<file path="src/rtl/conv_scan_ctrl_pkg.sv">
// Shared types and defaults for the conv MAC array raster-scan sequencer.
package conv_scan_ctrl_pkg;

  localparam int unsigned W_SIZE_DEF  = 12;
  localparam int unsigned ROW_GAP_DEF = 2;
  localparam int unsigned CNT_W_DEF   = 24;

  typedef enum logic [2:0] {
    IDLE  = 3'd0,
    GAP   = 3'd1,
    RUN   = 3'd2,
    DRAIN = 3'd3,
    DONE  = 3'd4
  } state_e;

endpackage

</file>
<file path="src/rtl/conv_scan_ctrl_if.sv">
// Start/size request, back-pressure, MAC return and scan outputs of conv_scan_ctrl.
interface conv_scan_ctrl_if #(
  parameter int unsigned W_SIZE = conv_scan_ctrl_pkg::W_SIZE_DEF
);
  logic              q_start;
  logic [W_SIZE-1:0] q_width;
  logic [W_SIZE-1:0] q_height;
  logic              stall;
  logic              mac_vld;
  logic              ctrl_data_run;
  logic [W_SIZE-1:0] row;
  logic [W_SIZE-1:0] col;
  logic              is_first_row;
  logic              is_last_row;
  logic              is_first_col;
  logic              is_last_col;
  logic              busy;
  logic              done;

  modport master (
    output q_start, q_width, q_height, stall, mac_vld,
    input  ctrl_data_run, row, col, is_first_row, is_last_row,
           is_first_col, is_last_col, busy, done
  );

  modport slave (
    input  q_start, q_width, q_height, stall, mac_vld,
    output ctrl_data_run, row, col, is_first_row, is_last_row,
           is_first_col, is_last_col, busy, done
  );

endinterface

</file>
<file path="src/rtl/conv_scan_ctrl.sv">
// Raster-scan sequencer for the 3x3 conv MAC array: walks (row,col) over the frame with a
// refill gap before every row, then waits for all MAC outputs before pulsing done.
module conv_scan_ctrl
  import conv_scan_ctrl_pkg::*;
#(
  parameter int unsigned W_SIZE  = W_SIZE_DEF,
  parameter int unsigned ROW_GAP = ROW_GAP_DEF,
  parameter int unsigned CNT_W   = CNT_W_DEF
) (
  input  logic            clk,
  input  logic            rstn,
  conv_scan_ctrl_if.slave bus
);

  localparam logic [W_SIZE-1:0] ONE      = W_SIZE'(1);
  localparam logic [CNT_W-1:0]  CNT_ONE  = CNT_W'(1);
  localparam logic [7:0]        GAP_LAST = 8'(ROW_GAP - 1);

  state_e            state_q, state_d;
  logic [7:0]        gap_q;
  logic [W_SIZE-1:0] row_q, row_d, col_q, col_d;
  logic [W_SIZE-1:0] wid_q, wid_d, hgt_q, hgt_d;
  logic [CNT_W-1:0]  cnt_q, cnt_d, total_q;
  logic              first_row_q, last_row_q, first_col_q, last_col_q;
  logic              start_acc, run, busy, at_last_col, at_last_row;

  assign busy        = (state_q != IDLE);
  assign start_acc   = (state_q == IDLE) && bus.q_start;
  assign run         = (state_q == RUN) && !bus.stall;
  assign at_last_col = (col_q == wid_q - ONE);
  assign at_last_row = (row_q == hgt_q - ONE);

  always_ff @(posedge clk or negedge rstn) begin
    if (!rstn) state_q <= IDLE;
    else       state_q <= state_d;
  end

  // DRAIN looks at the post-increment count so done follows the last MAC output by one cycle.
  always_comb begin
    state_d = state_q;
    case (state_q)
      IDLE:    if (bus.q_start)
                 state_d = (bus.q_width == '0 || bus.q_height == '0) ? DONE : GAP;
      GAP:     if (gap_q == GAP_LAST) state_d = RUN;
      RUN:     if (!bus.stall && at_last_col) state_d = at_last_row ? DRAIN : GAP;
      DRAIN:   if (cnt_d == total_q) state_d = DONE;
      DONE:    state_d = IDLE;
      default: state_d = IDLE;
    endcase
  end

  always_ff @(posedge clk or negedge rstn) begin
    if (!rstn)              gap_q <= '0;
    else if (state_q != GAP) gap_q <= '0;
    else                     gap_q <= gap_q + 8'd1;
  end

  always_comb begin
    row_d = row_q;
    col_d = col_q;
    wid_d = wid_q;
    hgt_d = hgt_q;
    if (start_acc) begin
      wid_d = bus.q_width;
      hgt_d = bus.q_height;
      row_d = '0;
      col_d = '0;
    end else if (run) begin
      if (at_last_col) begin
        col_d = '0;
        if (!at_last_row) row_d = row_q + ONE;
      end else begin
        col_d = col_q + ONE;
      end
    end
  end

  always_ff @(posedge clk or negedge rstn) begin
    if (!rstn) begin
      row_q <= '0;
      col_q <= '0;
      wid_q <= '0;
      hgt_q <= '0;
    end else begin
      row_q <= row_d;
      col_q <= col_d;
      wid_q <= wid_d;
      hgt_q <= hgt_d;
    end
  end

  // Edge flags are registered from the next coordinates so they line up with row/col.
  always_ff @(posedge clk or negedge rstn) begin
    if (!rstn) begin
      first_row_q <= 1'b0;
      last_row_q  <= 1'b0;
      first_col_q <= 1'b0;
      last_col_q  <= 1'b0;
    end else begin
      first_row_q <= (row_d == '0);
      last_row_q  <= (row_d == hgt_d - ONE);
      first_col_q <= (col_d == '0);
      last_col_q  <= (col_d == wid_d - ONE);
    end
  end

  always_comb begin
    cnt_d = cnt_q;
    if (start_acc)
      cnt_d = '0;
    else if (busy && bus.mac_vld && (cnt_q != total_q))
      cnt_d = cnt_q + CNT_ONE;
  end

  always_ff @(posedge clk or negedge rstn) begin
    if (!rstn) begin
      cnt_q   <= '0;
      total_q <= '0;
    end else begin
      cnt_q <= cnt_d;
      if (start_acc) total_q <= CNT_W'(bus.q_width) * CNT_W'(bus.q_height);
    end
  end

  assign bus.ctrl_data_run = run;
  assign bus.row           = row_q;
  assign bus.col           = col_q;
  assign bus.is_first_row  = first_row_q;
  assign bus.is_last_row   = last_row_q;
  assign bus.is_first_col  = first_col_q;
  assign bus.is_last_col   = last_col_q;
  assign bus.busy          = busy;
  assign bus.done          = (state_q == DONE);

endmodule

</file>
<file path="src/flat_wrapper.sv">
// flat-port wrapper written by rule: the top's interface ports become plain ports
module conv_scan_ctrl_flat import conv_scan_ctrl_pkg::*;
#(
  parameter int unsigned W_SIZE  = W_SIZE_DEF,
  parameter int unsigned ROW_GAP = ROW_GAP_DEF,
  parameter int unsigned CNT_W   = CNT_W_DEF
)
  (clk, rstn, bus_q_start, bus_q_width, bus_q_height, bus_stall, bus_mac_vld, bus_ctrl_data_run, bus_row, bus_col, bus_is_first_row, bus_is_last_row, bus_is_first_col, bus_is_last_col, bus_busy, bus_done);
  conv_scan_ctrl_if #(.W_SIZE(W_SIZE)) bus_i ();
  input  logic clk;
  input  logic rstn;
  input wire logic [$bits(bus_i.q_start)-1:0] bus_q_start;
  input wire logic [$bits(bus_i.q_width)-1:0] bus_q_width;
  input wire logic [$bits(bus_i.q_height)-1:0] bus_q_height;
  input wire logic [$bits(bus_i.stall)-1:0] bus_stall;
  input wire logic [$bits(bus_i.mac_vld)-1:0] bus_mac_vld;
  output wire logic [$bits(bus_i.ctrl_data_run)-1:0] bus_ctrl_data_run;
  output wire logic [$bits(bus_i.row)-1:0] bus_row;
  output wire logic [$bits(bus_i.col)-1:0] bus_col;
  output wire logic [$bits(bus_i.is_first_row)-1:0] bus_is_first_row;
  output wire logic [$bits(bus_i.is_last_row)-1:0] bus_is_last_row;
  output wire logic [$bits(bus_i.is_first_col)-1:0] bus_is_first_col;
  output wire logic [$bits(bus_i.is_last_col)-1:0] bus_is_last_col;
  output wire logic [$bits(bus_i.busy)-1:0] bus_busy;
  output wire logic [$bits(bus_i.done)-1:0] bus_done;
  assign bus_i.q_start = bus_q_start;
  assign bus_i.q_width = bus_q_width;
  assign bus_i.q_height = bus_q_height;
  assign bus_i.stall = bus_stall;
  assign bus_i.mac_vld = bus_mac_vld;
  assign bus_ctrl_data_run = bus_i.ctrl_data_run;
  assign bus_row = bus_i.row;
  assign bus_col = bus_i.col;
  assign bus_is_first_row = bus_i.is_first_row;
  assign bus_is_last_row = bus_i.is_last_row;
  assign bus_is_first_col = bus_i.is_first_col;
  assign bus_is_last_col = bus_i.is_last_col;
  assign bus_busy = bus_i.busy;
  assign bus_done = bus_i.done;
  conv_scan_ctrl #(.W_SIZE(W_SIZE), .ROW_GAP(ROW_GAP), .CNT_W(CNT_W)) u_core (.clk(clk), .rstn(rstn), .bus(bus_i));
endmodule
</file>
<file path="config.mk">
export PLATFORM = sky130hd
export DESIGN_NAME = conv_scan_ctrl_flat
export DESIGN_NICKNAME = d
export VERILOG_FILES = /design/src/rtl/conv_scan_ctrl_pkg.sv /design/src/rtl/conv_scan_ctrl_if.sv /design/src/rtl/conv_scan_ctrl.sv /design/src/flat_wrapper.sv
export SDC_FILE = /design/constraint.sdc
export NUM_CORES = 1
export LEC_CHECK = 0
export ABC_AREA = 1
export BUFFER_PORTS_ARGS = -buffer_cell sky130_fd_sc_hd__buf_2
export CAP_MARGIN = 5
export CORE_AREA = 2 2 148 150
export DETAILED_ROUTE_END_ITERATION = 7
export DIE_AREA = 0 0 150 152
export GPL_TIMING_DRIVEN = 0
export PLACE_DENSITY = 0.82
export SETUP_SLACK_MARGIN = 0.4
export SLEW_MARGIN = 20
export SYNTH_ARGS = -nofsm -noshare
export SYNTH_HDL_FRONTEND = slang
export SYNTH_SLANG_ARGS = --single-unit
</file>
<file path="constraint.sdc">
create_clock -name clk -period 4.5 [get_ports clk]
set_input_delay 0.675 -clock clk [delete_from_list [all_inputs] [get_ports clk]]
set_output_delay 0.675 -clock clk [all_outputs]
set_load 0.01 [all_outputs]
</file>
After elaboration in Yosys (flattened, before gate mapping)
Cells that the tools add are included.
- equal/unequal tests: 16
- add/sub/neg operators: 8
- mux-type cells: 19
- $mul: 1
- reductions and logical operators: 14
- operators with widths (operator ; number):
    $mux W12 ; 9
    $eq A12 B12 Y1 ; 4
    $logic_not A12 Y1 ; 4
    $mux W24 ; 2
    $sub A12 B1 Y12 const B ; 4
    $add A12 B1 Y12 const B ; 2
    $add A24 B1 Y24 const B ; 1
    $eq A24 B24 Y1 ; 1
    $mul A12 B12 Y24 ; 1
    $ne A24 B24 Y1 ; 1
    $mux W3 ; 5
    $pmux W3 S4 ; 1
    $add A8 B1 Y8 const B ; 1
    $eq A8 B1 Y1 const B ; 1
    $mux W8 ; 1
    $eq A3 B2 Y1 const B ; 2
    $logic_and A1 B1 Y1 ; 5
    $ne A2 B1 Y1 const B ; 2
    $ne A2 B2 Y1 const B ; 2
    $reduce_and A4 Y1 ; 1
    $eq A3 B1 Y1 const B ; 1
    $eq A3 B3 Y1 const B ; 1
    $logic_not A3 Y1 ; 1
    $ne A3 B1 Y1 const B ; 1
    4 further kinds ; 4
- output and inout port bits: 31
- input bits: 29
- bits in registers: 111

Longest topological paths before layout
- depth after elaboration: 8
- gate-level depth with buffers: 24
- depth with buffers taken out: 23

Worst setup path before layout
No wires, ideal clock.
- kind: input port to flip-flop
- from: in bus_q_height[3]
- to: reg u_core.total_q[19]
- data required time: 4.369 ns
- slack: -0.881 ns
- path buffers: 1
- arrival time: 5.250 ns
- cell stages on the path: 19
- cells stage by stage: clkbuf_1 nand2_1 fa_1 fa_1 fa_1 inv_1 fa_1 inv_1 fa_1 inv_1 ha_1 nand2_1 o21ai_0 a21oi_1 o21ai_0 a21boi_0 or2_2 nand3_1 o21ai_0
- word-level cells in the longest chain between the ends: 1
- RTL lines (item ; RTL line ; RTL):
    start: declaration ; flat_wrapper.sv:14 ; input wire logic [$bits(bus_i.q_height)-1:0] bus_q_height;
    $mul A12 B12 Y24 ; conv_scan_ctrl.sv:121 ; if (start_acc) total_q <= CNT_W'(bus.q_width) * CNT_W'(bus.q_height);
    end signal: assignment ; conv_scan_ctrl.sv:121 ;
    end: declaration ; conv_scan_ctrl.sv:23 ; logic [CNT_W-1:0] cnt_q, cnt_d, total_q;
No other way between the ends.
A chain may end at the register's enable or synchronous reset.

Final worst setup path
- from: in bus_q_width[10]
- to: reg u_core.total_q[22]
- word-level cells in the longest chain between the ends: 1
- RTL lines (item ; RTL line ; RTL):
    start: declaration ; flat_wrapper.sv:13 ; input wire logic [$bits(bus_i.q_width)-1:0] bus_q_width;
    $mul A12 B12 Y24 ; conv_scan_ctrl.sv:121 ;
No other way between the ends.

==> run_results.csv <==
group,metric,value,unit
outcome,failing_checks,"negative setup slack",
setup_path,worst_ep_required_time,4.74,ns
logic_synthesis,syn-cell-area,0.01355,sq mm
setup_path,crit_path_max_fanout,5,
sta,fin_skew,0.01669,ns
setup_path,worst-setup-path-type,"input pin to flop",
sta,max-slew-margin-rel,49.19,%
global_routing,grt_first_pass_wirelength,65490,um
worst_hold_path,worstHoldPathType,"input pin to asynchronous set/reset pin",
placed_design,post-dp-hpwl,30020,um
power_and_ir_drop,power,0.01061,W
sta,final-max-slew-violation-count,0,
setup_path,peak_per_stage_delay_on_the_critical_path,0.52,ns
logic_synthesis,synth-seq-area-share,20.49,%
cells_and_area,final_net_count,2352,
clocking,cts_tree,"built",
logic_synthesis,post_synth_edffs,0,
route,totalWireLength,42290,um
cells_and_area,drive_above_1_share,18.68,%
clocking,cts_root_buf,"sky130_fd_sc_hd__clkbuf_16",
clocking,cts_buffers,9,
route,drt_pass1_iterations,5,
power_and_ir_drop,irDropWorstVdd,0.5232,mV
logic_synthesis,synth.top_cells.by_area,"sky130_fd_sc_hd__dfrtp_1 (20%), sky130_fd_sc_hd__nand2_1 (18%), sky130_fd_sc_hd__fa_1 (15%)",
sta,fin_tns_setup,-4.780,ns
cells_and_area,layout.cells.non_filler,2438,
clocking,insertion_delay,0.38,ns
setup_path,worst-path-buf-inv,5,
sta,timing.final.crit_period,5.056,ns
route,drtAntennaViolNets,0,
global_routing,grt_pass1_vias,13460,
logic_synthesis,postSynthAreaPerCell,6.746,sq um
logic_synthesis,synth_top_area_share,20.49,%
cells_and_area,flow.area_growth_from_synthesis,19.82,%
cells_and_area,multiInputGateArea,0.009534,sq mm
global_routing,grt_util_overall,36.13,%
logic_synthesis,synth_seq_cells,111,
placed_design,buffer_ports.inserted,59,
sta,setup_violations,13,
route,post_drt_via_cell_ratio,5.612,
setup_path,timing.critical_path.slowest_stage_cell,"sky130_fd_sc_hd__fa_1",
global_routing,grt_overflow_total,0,
logic_synthesis,yosysTopAreaCell,"sky130_fd_sc_hd__dfrtp_1",
logic_synthesis,yosys_warnings,0,
logic_synthesis,yosys.cell_types.count,54,
logic_synthesis,postSynthNetCount,2209,
sta,setup_slack,-0.5557,ns
setup_path,cp.depth,22,
sta,max_slew.worst_pin.slew,0.7621,ns
sta,maxClockFrequency,197.8,MHz
route,drcViolationCount,0,
flow_run,drv.max_cap_violation_count,0,
global_routing,grt_antenna_before_repair,1,
placed_design,placedCellCount,2349,
clocking,cts.path.max_buffers,2,
power_and_ir_drop,leakagePower,8.928,nW
clocking,clk_pin_slew,0.08,ns
floorplanning,num_rows,54,
clocking,htree_num_levels,3,
clocking,clock_sink_count,111,
setup_path,worst-r2r-cell-count,19,
setup_path,worstPathArrival,5.29,ns
sta,hold_viol_final,0,
cells_and_area,sequential_cell_area,0.002778,sq mm
setup_path,r2r_end,"u_core.bus.is_last_col",
floorplanning,ios,60,
setup_path,timing.reg2reg.setup_slack,1.47,ns
placed_design,globalplace.congestion,0.9800,
sta,min_period_over_period,112.3,%
setup_path,crit-reg2reg-launch,"u_core.wid_q[0]",
setup_path,crit_path_cell_trace,"buf_6, clkbuf_8, nand2_2, fa_1, inv_1, fa_1, fa_1, fa_1, inv_1, fa_1, inv_2, ha_4, a21oi_2, a21boi_2, nand3_2, a21oi_4, o21ai_2, a21oi_1, nor2_1, nor2_1, xor2_1, o21ai_1",
floorplanning,core_area,0.02135,sq mm
power_and_ir_drop,pwr_density_cell,653.2,mW/mm^2
route,wl_per_cell,17.35,um
cells_and_area,final.fill_count,1561,
setup_path,critPathCaptureType,"flop",
route,drtIter0Drc,1163,
floorplanning,die_area,0.02280,sq mm
floorplanning,start_util,63.48,%
setup_path,startpoint_type,"input pin",
setup_path,cp_top_family,"adder cells",
setup_path,critical-path-top-cell-by-count,"sky130_fd_sc_hd__fa_1",
global_routing,grt_max_degree,77,
floorplanning,die_width,150,um
clocking,ctsHoldBuffers,0,
logic_synthesis,ys_dominant_reg_cell,"sky130_fd_sc_hd__dfrtp_1",
logic_synthesis,share_of_synthesized_flip_flops_with_an_asynchronous_set_or_reset,100.0,%
sta,unrepaired_setup_endpoints_after_global_routing,"yes",
floorplanning,die_height,152,um
route,vias,13680,
outcome,outcome,"finished, violations left",
logic_synthesis,synth_cells,2009,
how the worst max path moves through the flow:
stage,to,slack (ns),startpoint
floorplan,u_core.total_q[22],-0.46,bus_q_width[4]
global placement,u_core.total_q[22],-1.01,bus_q_width[3]
detailed placement,u_core.total_q[22],-1.09,bus_q_height[7]
CTS,u_core.total_q[22],-0.45,bus_q_height[8]
global route,u_core.total_q[22],-0.66,bus_q_height[11]
finish,u_core.total_q[22],-0.56,bus_q_width[10]
routing by layer:
layer  vias up  wire [um]  GRT usage (%)
li1       6369          -              -
met1      6416      16790          47.33
met2       742      19700          58.47
met3       156       3922          7.297
met4         0       1867          14.82
met5         -          0              0
cell usage in the layout (no fill, tap or decap), types with 18 or more instances in the layout:
master                      instances
sky130_fd_sc_hd__nor2_2            19
sky130_fd_sc_hd__inv_1            370
sky130_fd_sc_hd__clkbuf_16         19
sky130_fd_sc_hd__nand3_1          134
sky130_fd_sc_hd__buf_2             50
sky130_fd_sc_hd__nand4_1           27
sky130_fd_sc_hd__nand2_2           28
sky130_fd_sc_hd__buf_6             37
sky130_fd_sc_hd__nor3_1            26
sky130_fd_sc_hd__inv_2             42
sky130_fd_sc_hd__dfrtp_1          111
sky130_fd_sc_hd__o21ai_1           30
sky130_fd_sc_hd__xor2_1            61
sky130_fd_sc_hd__o21ai_0           20
sky130_fd_sc_hd__xnor2_1           18
sky130_fd_sc_hd__buf_4             57
sky130_fd_sc_hd__nor2_1           141
sky130_fd_sc_hd__nand2_1          614
sky130_fd_sc_hd__ha_1              56
sky130_fd_sc_hd__fa_1              94
sky130_fd_sc_hd__o21ai_2           18
cells by family (layout without fill, tap and decap cells):
family | count (synthesis) | count (layout) | synth area share, %
and+or+nand+nor | 1060 | 1060 | 33.98
buffers and inverters | 468 | 616 | 13.57
adders and majority gates | 171 | 171 | 21.33
AOI/OAI and AO/OA | 113 | 113 | 5.004
DFF | 111 | 111 | 20.49
xor gates and xnor gates | 85 | 85 | 5.548
muxes | 1 | 1 | 0.07386
other | 0 | 1 | 0
state kept, by name, indices dropped and copies added, names as in the netlist:
| register | flops |
|---|---|
| u_core.cnt_q | 24 |
| u_core.total_q | 24 |
| u_core.bus.col | 12 |
| u_core.bus.row | 12 |
| u_core.hgt_q | 12 |
| u_core.wid_q | 12 |
| u_core.gap_q | 8 |
| u_core.state_q | 3 |
| u_core.bus.is_first_col | 1 |
| u_core.bus.is_first_row | 1 |
| u_core.bus.is_last_col | 1 |
| u_core.bus.is_last_row | 1 |
cell usage after synthesis, types with 11 or more instances:
| cell type | instances |
|---|---|
| sky130_fd_sc_hd__a21oi_1 | 27 |
| sky130_fd_sc_hd__buf_2 | 11 |
| sky130_fd_sc_hd__clkbuf_1 | 31 |
| sky130_fd_sc_hd__dfrtp_1 | 111 |
| sky130_fd_sc_hd__fa_1 | 100 |
| sky130_fd_sc_hd__ha_1 | 71 |
| sky130_fd_sc_hd__inv_1 | 400 |
| sky130_fd_sc_hd__inv_2 | 14 |
| sky130_fd_sc_hd__nand2_1 | 647 |
| sky130_fd_sc_hd__nand3_1 | 140 |
| sky130_fd_sc_hd__nand4_1 | 27 |
| sky130_fd_sc_hd__nor2_1 | 144 |
| sky130_fd_sc_hd__nor2_2 | 18 |
| sky130_fd_sc_hd__nor3_1 | 28 |
| sky130_fd_sc_hd__o21ai_0 | 45 |
| sky130_fd_sc_hd__o21ai_1 | 13 |
| sky130_fd_sc_hd__o21ai_2 | 11 |
| sky130_fd_sc_hd__xnor2_1 | 22 |
| sky130_fd_sc_hd__xor2_1 | 62 |
through the flow:
stage               setup slack [ns]  area, sq um  hold WS (ns)  utilization, %
floorplan                    -0.4594        14000        0.3794               -
global placement              -1.007        14650        0.4830           68.62
detailed placement            -1.088        14680        0.5068           68.78
CTS                          -0.4520        15940        0.2004           74.65
global route                 -0.6647        16240        0.2180           76.06
finish                       -0.5557        16240        0.1855           76.06
report_power, final:
part           internal [W]  switching (W)  leakage (nW)
combinational       0.00348        0.00473          7.36
clock              0.000413       0.000429         0.140
sequential          0.00125       0.000302          1.43
worst register-to-register path, delay by kind of cell, from the launching register on:
family	cells	cell delay (ns)
XOR/XNOR	1	0.16
adder cells (fa/ha/maj)	1	0.28
buffers and inverters	2	0.35
flip-flops	1	0.39
AND/OR/NAND/NOR	15	1.77
timing repair:
item	CTS	global route
pin swaps	48	27
buffers inserted	63	9
gates resized for setup	131	74
endpoints found under the setup margin	17	17
layout make-up:
type	instances	share of cell area, %
multi-input combinational	1430	58.71
sequential	111	17.10
inverter	416	9.723
timing repair buffer	132	6.780
buffer	52	3.706
tap	280	2.157
clock buffer	11	1.556
clock inverter	5	0.2466
antenna	1	0.01541
Power figures use the tool's default switching activity.
